[src/rtl/reg_file.sv]
// reg_file: 32-entry architectural register file for the single-cycle CPU.
// It has two combinational read ports and one synchronous write port, and r0
// is hard-wired to zero. A debug dump engine streams r0..r31 out over a
// valid/ready handshake.
// Optional feature: define REG_FILE_BYPASS_EN to forward write data to a read
// port whose address matches the write address in the same cycle.
module reg_file #(
  parameter int               WIDTH     = 32,
  parameter logic [WIDTH-1:0] RESET_VAL = '0
) (
  input  logic             clk,
  input  logic             reset,
  input  logic [4:0]       ra1,
  output logic [WIDTH-1:0] rd1,
  input  logic [4:0]       ra2,
  output logic [WIDTH-1:0] rd2,
  input  logic             we,
  input  logic [4:0]       wa,
  input  logic [WIDTH-1:0] wd,
  input  logic             dump_start,
  output logic             dump_busy,
  output logic             dump_valid,
  input  logic             dump_ready,
  output logic [4:0]       dump_idx,
  output logic [WIDTH-1:0] dump_data
);

  typedef enum logic {
    IDLE = 1'b0,
    SEND = 1'b1
  } dump_state_t;

  // Entry 0 is cleared on reset and never written, so it always holds zero.
  logic [WIDTH-1:0] regs [0:31];

  dump_state_t      state, next_state;
  logic [4:0]       idx_q, next_idx;
  logic [WIDTH-1:0] data_q, next_data;
  logic [4:0]       succ_idx;
  logic             fwd1, fwd2;

  assign succ_idx = idx_q + 5'd1;

`ifdef REG_FILE_BYPASS_EN
  assign fwd1 = we && (wa != 5'd0) && (wa == ra1);
  assign fwd2 = we && (wa != 5'd0) && (wa == ra2);
`else
  assign fwd1 = 1'b0;
  assign fwd2 = 1'b0;
`endif

  // Register storage: reset r1..r31 to RESET_VAL and drop writes aimed at r0.
  always_ff @(posedge clk or posedge reset) begin
    if (reset) begin
      for (int i = 0; i < 32; i++) begin
        regs[i] <= (i == 0) ? '0 : RESET_VAL;
      end
    end else if (we && (wa != 5'd0)) begin
      regs[wa] <= wd;
    end
  end

  // Read ports: r0 reads as zero, and a matching same-cycle write is forwarded when enabled.
  always_comb begin
    rd1 = (ra1 == 5'd0) ? '0 : regs[ra1];
    rd2 = (ra2 == 5'd0) ? '0 : regs[ra2];
    if (fwd1) rd1 = wd;
    if (fwd2) rd2 = wd;
  end

  // Dump engine state, beat index and held beat data.
  always_ff @(posedge clk or posedge reset) begin
    if (reset) begin
      state  <= IDLE;
      idx_q  <= '0;
      data_q <= '0;
    end else begin
      state  <= next_state;
      idx_q  <= next_idx;
      data_q <= next_data;
    end
  end

  // Dump next-state logic. Beats are captured from stored values, never from forwarding.
  always_comb begin
    next_state = state;
    next_idx   = idx_q;
    next_data  = data_q;
    case (state)
      IDLE: begin
        if (dump_start) begin
          next_state = SEND;
          next_idx   = '0;
          next_data  = '0;
        end
      end
      SEND: begin
        if (dump_ready) begin
          if (idx_q == 5'd31) begin
            next_state = IDLE;
            next_idx   = '0;
            next_data  = '0;
          end else begin
            next_idx  = succ_idx;
            next_data = regs[succ_idx];
          end
        end
      end
      default: begin
        next_state = IDLE;
        next_idx   = '0;
        next_data  = '0;
      end
    endcase
  end

  assign dump_busy  = (state == SEND);
  assign dump_valid = (state == SEND);
  assign dump_idx   = idx_q;
  assign dump_data  = data_q;

endmodule

[config.mk]
export PLATFORM = sky130hd
export DESIGN_NAME = reg_file
export DESIGN_NICKNAME = d
export VERILOG_FILES = /design/src/rtl/reg_file.sv
export SDC_FILE = /design/constraint.sdc
export NUM_CORES = 2
export LEC_CHECK = 0
export CAP_MARGIN = 15
export CORE_MARGIN = 2
export CORE_UTILIZATION = 40
export DETAILED_ROUTE_END_ITERATION = 10
export HOLD_SLACK_MARGIN = 0.02
export PLACE_DENSITY_LB_ADDON = 0.25
export SYNTH_ARGS = -nofsm -noshare
export SYNTH_HDL_FRONTEND = slang
export SYNTH_SLANG_ARGS = --single-unit
[constraint.sdc]
create_clock -name clk -period 35.1 [get_ports clk]
set_input_delay 5.265 -clock clk [delete_from_list [all_inputs] [get_ports clk]]
set_output_delay 5.265 -clock clk [all_outputs]
set_load 0.01 [all_outputs]
==> reports/metrics.csv <==
metric,value,unit
status,completed,
grt_antenna_before_repair,5,
netlist_area,63900,um2
clk_pin_slew_worst_paths,0.06,ns
p_sw_frac,0.333,
cp_max_fo,87,
cts_root_buf,clkbuf_16,
finalSetupViolCount,0,
synth_top_family_by_area,multiplexers,
drt-total-wl,228,mm
viasPerCell,6.87,
grt_start_max_net_pins,110,
cts_setup_buffers,0,
seq_area_frac_synth,0.416,
cts_resized,0,
finalMaxSlewViolations,0,
diodes,0,
numCtsBuffers,116,
syn_nets,4411,
drc,0,
area_growth,11.0,%
dpl.hpwl,122,mm
leakagePower,29.3,nW
fin_nets,4275,
grt_pass1_vias,43700,
synthFlopType,dfrtp_1,
comb_power_share,0.334,
clockBufferDepth,3,
synth_simple_gate_area_frac,0.0345,
ctsHoldBuffers,0,
min_period,15.40,ns
ir_drop,0.0741,mV
start_util,0.403,
synth_edf_count,0,
p_switching,1.50,mW
min_path_type,reg -> reg,
p_per_area,63.6,nW/um2
die_w,404,um
synth-compound-area-share,0.0308,
rsz0062_at_grt,no,
wl_per_cell,35.8,um
yosysTopAreaCell,dfrtp_1,
drive_gt1_frac,0.521,
place_congestion,0.803,
power.total,4.51,mW
die-area,163000,um2
synthMuxAreaShare,0.482,
hold_depth,0,
synthXorXnorAreaFrac,0.000705,
synth_area_leaders,"dfrtp_1 42%, mux4_2 26%, mux2_2 20%",
place.port_buffers,154,
h-tree-depth,3,
drt_iter0_drc,5288,
relSlewSlack,0.204,
die_h,404,um
syn_inst,4357,
cp_data_arrival_time,10.14,ns
internal_power,3.01,mW
seq_power_share,0.385,
yosysTopAreaCellShare,0.416,
fin_skew,0.0363,ns
min_period_over_period,0.439,
critical_path_required,29.83,ns
track_usage,0.280,
maxCapViolations,0,
yosysWarnings,0,
vias,43900,
tns,0,ns
yosysUniqueCellTypes,44,
ff2ff_path_depth,6,
tightest_slew,1.19,ns
async_reset_ff_frac,1.00,
cts_tree,yes,
timing.fmax,0.0649,GHz
rows,146,
grt_pass1_wl,330,mm
core,159000,um2
pwr-share-clk,0.281,
endpoint_kind,output pin,
finalHoldViolCount,0,
ios,155,
grt_remaining_overflow,0,
clk_latency,0.76,ns
worstSetupPathType,in -> out,
crit_path_start_kind,input pin,
clock_sinks,1062,
synth-adder-area-share,0.000392,
first_pass_iters,6,
avgSynthCellArea,14.7,um2
final_antenna_net_count,0,
synth_seq_cells,1062,
[cell type report]
class                           count  area (um2)
Clock buffer                      171        3470
Clock inverter                     43         448
Fill cell                       14100       87700
Inverter                            2        11.3
Multi-Input combinational cell   2783       35400
Sequential cell                  1062       26600
Tap cell                         2072        2590
Timing Repair Buffer              256        2440
[critical path, cell delays in order]
cell	delay, ns
buf_8	0.62
buf_4	0.93
buf_4	0.95
mux2_2	0.32
o22ai_1	0.08
a221oi_1	0.29
nor2_1	0.07
nor3_1	0.78
clkdlybuf4s50_1	0.70
[per-layer routing]
metal | vias up | part of all wire | global-route usage | wire length [um]
met1 | 24000 | 0.42 | 0.402 | 96100
met3 | 482 | 0.11 | 0.0831 | 24000
met2 | 2550 | 0.44 | 0.404 | 99400
met4 | 4 | 0.039 | 0.0945 | 8870
met5 | - | 0.00014 | 0 | 33
li1 | 16900 | - | - | -
[flip-flops by register name, indices dropped and copies added (netlist names)]
| name | cells |
|---|---|
| dump_busy | 1 |
| dump_idx | 5 |
| dump_data | 32 |
| regs | 1024 |
[final timing paths]
kind | startpoint | to | slack, ns
max reg2reg | dump_idx[0] | dump_data[31] | 31.13
min | regs[1001] | regs[1001] | 0.42
min reg2reg | regs[1001] | regs[1001] | 0.42
max in group asynchronous | reset | regs[141] | 25.72
min in group asynchronous | reset | regs[475] | 5.01
max | ra2[2] | rd2[11] | 19.70
[cells in the final DEF (no fill, tap or decap), types with 64 or more instances in the layout]
| master | count |
|---|---|
| mux2_2 | 1151 |
| dfrtp_1 | 1061 |
| mux4_2 | 733 |
| nand2_1 | 167 |
| clkdlybuf4s50_1 | 145 |
| mux2i_1 | 132 |
| nor2_1 | 127 |
| clkbuf_16 | 119 |
| buf_4 | 96 |
| a221oi_1 | 64 |
| nand4_1 | 64 |
[metrics by stage]
stage	area [um2]	hold slack [ns]	instances	worst slack [ns]	utilization
3_5_place_dp	66900	0.408	6170	19.95	0.422
4_1_cts	70800	0.418	6384	19.93	0.446
5_1_grt	70900	0.430	6389	19.64	0.447
6_report	70900	0.421	6389	19.70	0.447
2_1_floorplan	63900	0.458	4357	15.19	-
3_3_place_gp	66900	0.404	6170	19.93	0.422
[cell usage after synthesis (4+ instances only)]
cell and count:
buf_6 12, o221ai_1 32, mux2i_1 133, a221oi_1 64, o211a_1 32, buf_4 20
nor2_1 144, nor3b_1 4, nand2b_1 4, nand3b_1 4, nor2b_1 7, o21ai_0 4
dfrtp_1 1062, a21oi_1 32, a211oi_1 5, o22ai_1 61, o21ai_1 32, mux2_2 1151
nand4_1 64, buf_1 76, nor3_1 62, buf_2 133, nand2_1 184, clkbuf_1 265
mux4_2 733
[power by group through the flow]
stage | combinational [mW] | sequential, mW | clock, mW
floorplan | 1.11 | 1.64 | 0
global placement | 1.48 | 1.74 | 0
detailed placement | 1.49 | 1.74 | 0
CTS | 1.50 | 1.72 | 1.29
global route | 1.59 | 1.76 | 1.34
finish | 1.51 | 1.74 | 1.27
[kinds of logic after synthesis]
kind of cell	after synthesis
compound gates	268
xor+xnor	3
fa+ha+maj	2
buf+inv	512
flops	1062
mux	2017
simple gates	493
Power figures use the tool's default switching activity.
